<file path="src/rtl/mips_seq_pkg.sv">
// Shared types and decode helpers for the MIPS multi-cycle sequencer.
package mips_seq_pkg;

  typedef enum logic [2:0] {
    FETCH  = 3'd0,
    EXEC1  = 3'd1,
    EXEC2  = 3'd2,
    HALT   = 3'd3,
    MDWAIT = 3'd4
  } state_t;

  typedef enum logic [2:0] {
    CLS_ALU   = 3'd0,
    CLS_LOAD  = 3'd1,
    CLS_STORE = 3'd2,
    CLS_MULT  = 3'd3,
    CLS_DIV   = 3'd4
  } instr_class_t;

  localparam logic [5:0] OP_SPECIAL = 6'h00;
  localparam logic [5:0] FN_MULT    = 6'h18;
  localparam logic [5:0] FN_MULTU   = 6'h19;
  localparam logic [5:0] FN_DIV     = 6'h1a;
  localparam logic [5:0] FN_DIVU    = 6'h1b;
  localparam logic [5:0] OP_LB      = 6'h20;
  localparam logic [5:0] OP_LH      = 6'h21;
  localparam logic [5:0] OP_LWL     = 6'h22;
  localparam logic [5:0] OP_LW      = 6'h23;
  localparam logic [5:0] OP_LBU     = 6'h24;
  localparam logic [5:0] OP_LHU     = 6'h25;
  localparam logic [5:0] OP_LWR     = 6'h26;
  localparam logic [5:0] OP_SB      = 6'h28;
  localparam logic [5:0] OP_SH      = 6'h29;
  localparam logic [5:0] OP_SWL     = 6'h2a;
  localparam logic [5:0] OP_SW      = 6'h2b;
  localparam logic [5:0] OP_SWR     = 6'h2e;

  function automatic instr_class_t instr_class(input logic [31:0] ir);
    instr_class_t cls;
    cls = CLS_ALU;
    case (ir[31:26])
      OP_LB, OP_LH, OP_LWL, OP_LW, OP_LBU, OP_LHU, OP_LWR: cls = CLS_LOAD;
      OP_SB, OP_SH, OP_SWL, OP_SW, OP_SWR:                 cls = CLS_STORE;
      OP_SPECIAL: begin
        case (ir[5:0])
          FN_MULT, FN_MULTU: cls = CLS_MULT;
          FN_DIV, FN_DIVU:   cls = CLS_DIV;
          default:           cls = CLS_ALU;
        endcase
      end
      default: cls = CLS_ALU;
    endcase
    return cls;
  endfunction

endpackage

</file>
<file path="src/rtl/mips_seq_countdown.sv">
// Loadable down-counter that parks at zero; times the multiply/divide wait.
module mips_seq_countdown #(
  parameter int W = 1
) (
  input  logic         clk,
  input  logic         reset,
  input  logic         load,
  input  logic         dec,
  input  logic [W-1:0] value,
  output logic         zero
);

  logic [W-1:0] cnt_r;

  // Count register: load has priority over decrement.
  always_ff @(posedge clk or negedge reset) begin
    if (!reset) begin
      cnt_r <= {W{1'b0}};
    end else if (load) begin
      cnt_r <= value;
    end else if (dec && (cnt_r != {W{1'b0}})) begin
      cnt_r <= cnt_r - W'(1'b1);
    end else begin
      cnt_r <= cnt_r;
    end
  end

  assign zero = (cnt_r == {W{1'b0}});

endmodule

</file>
<file path="src/rtl/mips_sequencer.sv">
// Multi-cycle FETCH/EXEC1/EXEC2/HALT sequencer with optional MDWAIT state,
// compiled in when MIPS_SEQ_MDWAIT_EN is defined.
module mips_sequencer
  import mips_seq_pkg::*;
#(
  parameter int unsigned MULT_CYCLES = 4,
  parameter int unsigned DIV_CYCLES  = 32,
  parameter int unsigned RETIRE_W    = 32
) (
  input  logic                clk,
  input  logic                reset,
  input  logic [31:0]         instr_i,
  input  logic [31:0]         pc_i,
  input  logic                waitrequest,
  output logic [2:0]          state_o,
  output logic [31:0]         ir_o,
  output logic                mem_read,
  output logic                mem_write,
  output logic                pc_en,
  output logic                md_busy,
  output logic                halted,
  output logic [RETIRE_W-1:0] retire_count
);

  state_t                state_r, next_state_s;
  logic [31:0]           ir_r;
  logic [RETIRE_W-1:0]   retire_r;
  logic                  ir_load_s, mem_read_s, mem_write_s, pc_en_s, md_busy_s;

`ifdef MIPS_SEQ_MDWAIT_EN
  localparam int unsigned MAX_CYC = (MULT_CYCLES > DIV_CYCLES) ? MULT_CYCLES : DIV_CYCLES;
  localparam int CW = (MAX_CYC == 0) ? 1 : $clog2(MAX_CYC + 1);
  // The counter holds "cycles remaining minus one", so N cycles load N-1.
  localparam logic [CW-1:0] MULT_LD = (MULT_CYCLES > 0) ? CW'(MULT_CYCLES - 1) : {CW{1'b0}};
  localparam logic [CW-1:0] DIV_LD  = (DIV_CYCLES > 0)  ? CW'(DIV_CYCLES - 1)  : {CW{1'b0}};

  logic          cnt_load_s, cnt_dec_s, cnt_zero_s;
  logic [CW-1:0] cnt_val_s;

  mips_seq_countdown #(.W(CW)) u_countdown (
    .clk   (clk),
    .reset (reset),
    .load  (cnt_load_s),
    .dec   (cnt_dec_s),
    .value (cnt_val_s),
    .zero  (cnt_zero_s)
  );
`endif

  // State, instruction and retire-counter registers.
  always_ff @(posedge clk or negedge reset) begin
    if (!reset) begin
      state_r  <= FETCH;
      ir_r     <= 32'h0000_0000;
      retire_r <= {RETIRE_W{1'b0}};
    end else begin
      state_r  <= next_state_s;
      ir_r     <= ir_load_s ? instr_i : ir_r;
      retire_r <= pc_en_s ? (retire_r + RETIRE_W'(1'b1)) : retire_r;
    end
  end

  // Next-state and Moore-style control decode.
  always_comb begin
    next_state_s = state_r;
    ir_load_s    = 1'b0;
    mem_read_s   = 1'b0;
    mem_write_s  = 1'b0;
    pc_en_s      = 1'b0;
    md_busy_s    = 1'b0;
`ifdef MIPS_SEQ_MDWAIT_EN
    cnt_load_s   = 1'b0;
    cnt_dec_s    = 1'b0;
    cnt_val_s    = {CW{1'b0}};
`endif
    case (state_r)
      FETCH: begin
        if (pc_i == 32'h0000_0000) begin
          next_state_s = HALT;
        end else begin
          mem_read_s = 1'b1;
          if (!waitrequest) begin
            ir_load_s    = 1'b1;
            next_state_s = EXEC1;
          end else begin
            next_state_s = FETCH;
          end
        end
      end
      EXEC1: begin
        case (instr_class(ir_r))
          CLS_LOAD: begin
            mem_read_s = 1'b1;
            if (!waitrequest) begin
              next_state_s = EXEC2;
            end else begin
              next_state_s = EXEC1;
            end
          end
          CLS_STORE: begin
            mem_write_s = 1'b1;
            if (!waitrequest) begin
              pc_en_s      = 1'b1;
              next_state_s = FETCH;
            end else begin
              next_state_s = EXEC1;
            end
          end
`ifdef MIPS_SEQ_MDWAIT_EN
          CLS_MULT: begin
            if (MULT_CYCLES > 0) begin
              cnt_load_s   = 1'b1;
              cnt_val_s    = MULT_LD;
              next_state_s = MDWAIT;
            end else begin
              pc_en_s      = 1'b1;
              next_state_s = FETCH;
            end
          end
          CLS_DIV: begin
            if (DIV_CYCLES > 0) begin
              cnt_load_s   = 1'b1;
              cnt_val_s    = DIV_LD;
              next_state_s = MDWAIT;
            end else begin
              pc_en_s      = 1'b1;
              next_state_s = FETCH;
            end
          end
`endif
          default: begin
            pc_en_s      = 1'b1;
            next_state_s = FETCH;
          end
        endcase
      end
      EXEC2: begin
        pc_en_s      = 1'b1;
        next_state_s = FETCH;
      end
`ifdef MIPS_SEQ_MDWAIT_EN
      MDWAIT: begin
        md_busy_s = 1'b1;
        if (cnt_zero_s) begin
          pc_en_s      = 1'b1;
          next_state_s = FETCH;
        end else begin
          cnt_dec_s    = 1'b1;
          next_state_s = MDWAIT;
        end
      end
`endif
      HALT:    next_state_s = HALT;
      default: next_state_s = FETCH;
    endcase
  end

  assign state_o      = state_r;
  assign ir_o         = ir_r;
  assign retire_count = retire_r;
  assign mem_read     = mem_read_s;
  assign mem_write    = mem_write_s;
  assign pc_en        = pc_en_s;
  assign md_busy      = md_busy_s;
  assign halted       = (state_r == HALT);

endmodule

</file>
<file path="config.mk">
export PLATFORM = sky130hd
export DESIGN_NAME = mips_sequencer
export DESIGN_NICKNAME = d
export VERILOG_FILES = /design/src/rtl/mips_seq_pkg.sv /design/src/rtl/mips_seq_countdown.sv /design/src/rtl/mips_sequencer.sv
export SDC_FILE = /design/constraint.sdc
export NUM_CORES = 1
export LEC_CHECK = 0
export BUFFER_PORTS_ARGS = -buffer_cell sky130_fd_sc_hd__buf_2
export CORE_MARGIN = 2
export CORE_UTILIZATION = 37
export DETAILED_ROUTE_END_ITERATION = 7
export PLACE_DENSITY = 0.65
export REMOVE_ABC_BUFFERS = 1
export SLEW_MARGIN = 15
export SYNTH_ARGS = -nofsm -noshare
export SYNTH_HDL_FRONTEND = slang
export SYNTH_SLANG_ARGS = --single-unit
</file>
<file path="constraint.sdc">
create_clock -name clk -period 1.9 [get_ports clk]
set_input_delay 0.19 -clock clk [delete_from_list [all_inputs] [get_ports clk]]
set_output_delay 0.19 -clock clk [all_outputs]
set_load 0.05 [all_outputs]
</file>
# Word level (Yosys, flattened, before mapping)
# Cells that the tools add are included.
[word_totals] word_cells=51 out_inout_bits=72 register_bits=67
[classes] n_reduce_logical=7 n_eq_ne=21 addsub=1 mux=19
[ops] operator="6-bit == test (second input constant)" count=12
[ops] operator="32-bit by 1-bit adder with 32-bit output (second input constant)" count=1
[ops] operator="32-bit zero test" count=1
[ops] operator="6-bit by 5-bit == test with 1-bit output (second input constant)" count=4
[ops] operator="3-bit case mux with 3 select lines" count=2
[ops] operator="3-bit case mux with 2 select lines" count=2
[ops] operator="3-bit by 2-bit == test with 1-bit output (second input constant)" count=3
[ops] operator="1-bit 2-to-1 mux" count=9
[ops] operator="7-bit OR reduction" count=1
[ops] operator="3-bit by 1-bit == test with 1-bit output (second input constant)" count=2
[ops] operator="6-bit zero test" count=1
[ops] operator="1-bit case mux with 2 select lines" count=3
[ops] operator="5-bit OR reduction" count=1
[ops] operator="2-bit 2-to-1 mux" count=2
[ops] operator="2-bit OR reduction" count=2
[ops] operator="3-bit zero test" count=1
[ops] operator="3-bit 2-to-1 mux" count=1

# Depth between registers and ports, before layout
[depth] word_depth=8 mapped_depth=7 mapped_depth_nobuf=6

# Worst setup path before layout
# No wires, ideal clock.
[synth_timing] path_kind="flip-flop to output port" startpoint="reg state_r[0] (netlist: state_o[0])" endpoint="out mem_read" path_stages_with_launch=5 n_path_buf=0 t_arrival_ns=2.468 setup_slack_ns=-0.758 path_cell_list="dfrtp_1 > ha_1 > inv_1 > or2_2 > o31ai_1"
[synth_between] elab_chain_cells=2 elab_cells_between_ends=3 cone_classes="eq/ne (1); mux (1); reduce/logical (1)"
[synth_lines] item="from (decl)" line="mips_sequencer.sv:25" text="state_t state_r, next_state_s;"
[synth_lines] item="from (signal assigned)" line="mips_sequencer.sv:57" text="state_r <= next_state_s;"
[synth_lines] item="3-bit by 1-bit == test with 1-bit output / 3-bit zero test (equally long branches)" line="mips_sequencer.sv:76" text="case (state_r)"
[synth_lines] item="1-bit case mux with 2 select lines (*)" line="mips_sequencer.sv:76"
[synth_lines] item="to (decl)" line="mips_sequencer.sv:17" text="output logic mem_read,"
# Every way passes the cells marked *; elsewhere a longest branch is shown, timed or not.

# Worst setup path in the final report
[layout_timing] startpoint="reg state_r[1] (netlist: state_o[1])" endpoint="out pc_en"
[layout_between] elab_chain_cells=2 elab_cells_between_ends=3 cone_classes="eq/ne (2); mux (1)"
[layout_lines] item="3-bit by 2-bit == test with 1-bit output / 3-bit by 1-bit == test with 1-bit output (equally long branches)" line="mips_sequencer.sv:76"
[layout_lines] item="1-bit case mux with 2 select lines (*)" line="mips_sequencer.sv:76"
[layout_lines] item="to (decl)" line="mips_sequencer.sv:19" text="output logic pc_en,"
# Marked as above.

==> flow_summary.yaml <==
timing:
  setup_viol: 1
  rsz0062_at_grt: "yes"
  slew_violations: 0
  finalWorstPathRequiredPeriod_ns: 1.93
  clock_skew_ns: 0.0130
  fin_ws_ns: -0.0334
  fmax_mhz: 517
  finalHoldViolCount: 0
  timing.setup.tns_ns: -0.0334
  fin_crit_sh_pct: 102
die:
  die_y_microns: 95.7
  coreArea_sq_um: 8180
  fp.dieW_microns: 95.7
  initial_core_util_pct: 38.1
  io_pins: 139
  rows: 33
  die-area_sq_um: 9170
cells_and_area:
  final_util_pct: 53.9
  layout_commonest_cell: "buf_2"
  stdcell_count: 518
  syn_to_final_growth_pct: 41.4
  design_area_sq_um: 4400
  fin_nets: 480
  diodes: 0
  drive_gt1_share_pct: 54.7
  layout_common_cells: "buf_2 (134), dfrtp_1 (66), mux2_2 (32)"
power:
  p_per_area_nw_per_um2: 1560
  power_leakage_nw: 2.30
  peakVddDrop_v: 0.000509
global_routing:
  grt_max_degree: 67
  antenna_found_initial: 0
  grt-ovfl-total: 0
  grt_pass1_wl_microns: 11400
  first_global_vias: 2419
  grt_usage_pct: 16.4
placed_design:
  io_buffers: 136
  dp_hpwl_microns: 5600
  dp_cells: 494
  place_area_sq_um: 3980
  place.gp.congestion: 0.768
yosys:
  synth-seq-cells: 66
  synth_area_per_cell_sq_um: 12.3
  syn_inst: 253
  netlist_area_sq_um: 3110
  ys_warn_count: 0
  ys_seq_area_share_pct: 53.0
  synth_top_area_share_pct: 53.0
  synth.distinct_cells: 36
  synth_area_leader_cell: "dfrtp_1"
  synthTopCellsByArea: "dfrtp_1 (53%), mux2_2 (12%), xor2_1 (8.7%)"
drt:
  drtAntennaViolNets: 0
  routed_wl_microns: 7830
  routedWlPerCell_microns: 15.1
  drt_iter0_drc: 46
  remaining_drc_errors: 0
  vias: 2590
  via_per_inst: 5.00
  first_pass_iters: 5
run:
  maxCapViolCount: 0
clock_network:
  cts.sinks: 66
  tritoncts: "yes"
  htree_levels: 3
  insertion_delay_ns: 0.34
  clock_path_buffers: 2
  clkTransAtPathRegs_ns: 0.08
  clock-root-buffer: "clkbuf_8"
  cts_made_buffers: 9
critical_path:
  cp-end-kind: "primary output"
  crit_chain: "ha_2 > buf_6 > a2111oi_4 > buf_4 > nor2_4 > buf_6"
  worst-path-buf-inv: 3
  r2r_slack_ns: 0.02
  worstReg2RegStart: "state_o[1]"
  worstPathMaxFanout: 3
  r2r-end: "retire_count[26]"
  arrival_ns: 1.74
  cpMostUsedCell: "buf_6"
  cpMaxStageDelayCell: "dfrtp_1"
  critical_path_required_ns: 1.71
  critPathMaxStageDelay_ns: 0.41
  worstSetupPathType: "reg -> out"
  start_kind: "flop"
  critical_path.top_delay_family: "buffers and inverters"
  reg2reg_depth: 8
worst_hold_path:
  hold_depth: 2
  holdPathEnd: "ir_o[13]"
  min_from: "instr_i[13]"
  hold_class: "in -> reg"
status:
  violations: "negative setup slack"
  status: "finished with violations"
[what timing repair did]
action,in CTS,in global routing
setup endpoints to repair,2,24
pin swaps,4,3
gates resized for setup,13,13
hold endpoints to repair,66,0
gates cloned,0,2
hold buffers,1,0
setup buffers,4,1
[worst reg2reg max path, stage by stage, from the launching register on]
cell and delay (ns):
dfrtp_1 0.41, ha_2 0.21, buf_6 0.12, a2111oi_4 0.30, buf_4 0.18, buf_4 0.16, clkbuf_16 0.17, nor4_1 0.06
xor2_1 0.15
[synthesized netlist by cell type (all sizes together)]
cell,number
o31a,1
xor2,31
a2111oi,1
mux2,34
conb,1
a311o,1
clkbuf,2
ha,5
dfrtp,66
o21a,2
nor4,27
nand4,7
buf,12
o31ai,1
and4,4
and2,2
o21ai,4
nand2,9
nor2b,1
nor3b,4
inv,7
nor4b,3
or2,1
and3,7
nand3,10
nor3,5
nor2,4
nand2b,1
[stage by stage]
stage / setup WS, ns / hold slack [ns] / power [mW]
final: -0.0334 / 0.0732 / 6.87
after global routing: -0.126 / 0.0493 / 7.23
after CTS: -0.0487 / 0.0559 / 6.79
after detailed placement: 0.0970 / 0.242 / 5.40
after global placement: 0.110 / 0.236 / 5.34
after floorplan: -1.02 / -0.106 / 4.45
[layout make-up]
cell class	instances	area, sq um
repair buffers	157	950
clock inverters	6	72.6
flip-flops and latches	66	1650
fillers	741	3770
clock buffers	10	138
well taps	105	131
multi-input cells	167	1440
inverters	7	26.3
[logic make-up (layout without fill, tap and decap cells)]
kind of cell | Yosys count | count (layout) | synth area share (%)
other | 1 | 2 | 0.120
buffers and inverters | 21 | 180 | 3.98
muxes | 34 | 34 | 12.5
xor gates and xnor gates | 31 | 31 | 8.72
and+or+nand+nor | 85 | 85 | 16.8
adders and majority gates | 5 | 5 | 2.01
AOI/OAI and AO/OA | 10 | 10 | 2.85
DFF | 66 | 66 | 53.0
[flip-flops by register name, indices dropped and copies added (netlist names)]
register	flops
retire_count	32
ir_o	32
state_o	2
[report_power, final]
group	total (mW)	switching [mW]	leakage, nW	internal (mW)
Sequential	2.05	0.241	0.840	1.81
Combinational	3.58	2.39	1.35	1.19
Clock	1.24	0.579	0.109	0.660
Total	6.87	3.21	2.30	3.66
[worst max path at each step]
| stage | startpoint | slack (ns) | endpoint | cells past startpoint |
|---|---|---|---|---|
| after global routing | state_o[0] | -0.13 | pc_en | 7 |
| after floorplan | ir_o[27] | -1.02 | retire_count[1] | 4 |
| final | state_o[1] | -0.03 | pc_en | 6 |
| after detailed placement | state_o[1] | 0.1 | retire_count[24] | 7 |
| after global placement | ir_o[27] | 0.11 | retire_count[11] | 6 |
| after CTS | ir_o[27] | -0.05 | pc_en | 5 |
[routing by layer]
layer	track usage [%]	share of wire, %
met2	29.1	51
met4	5.95	1.1
met1	19.0	40
met5	0	0
met3	4.31	7.3
(Power assumes the default switching activity.)
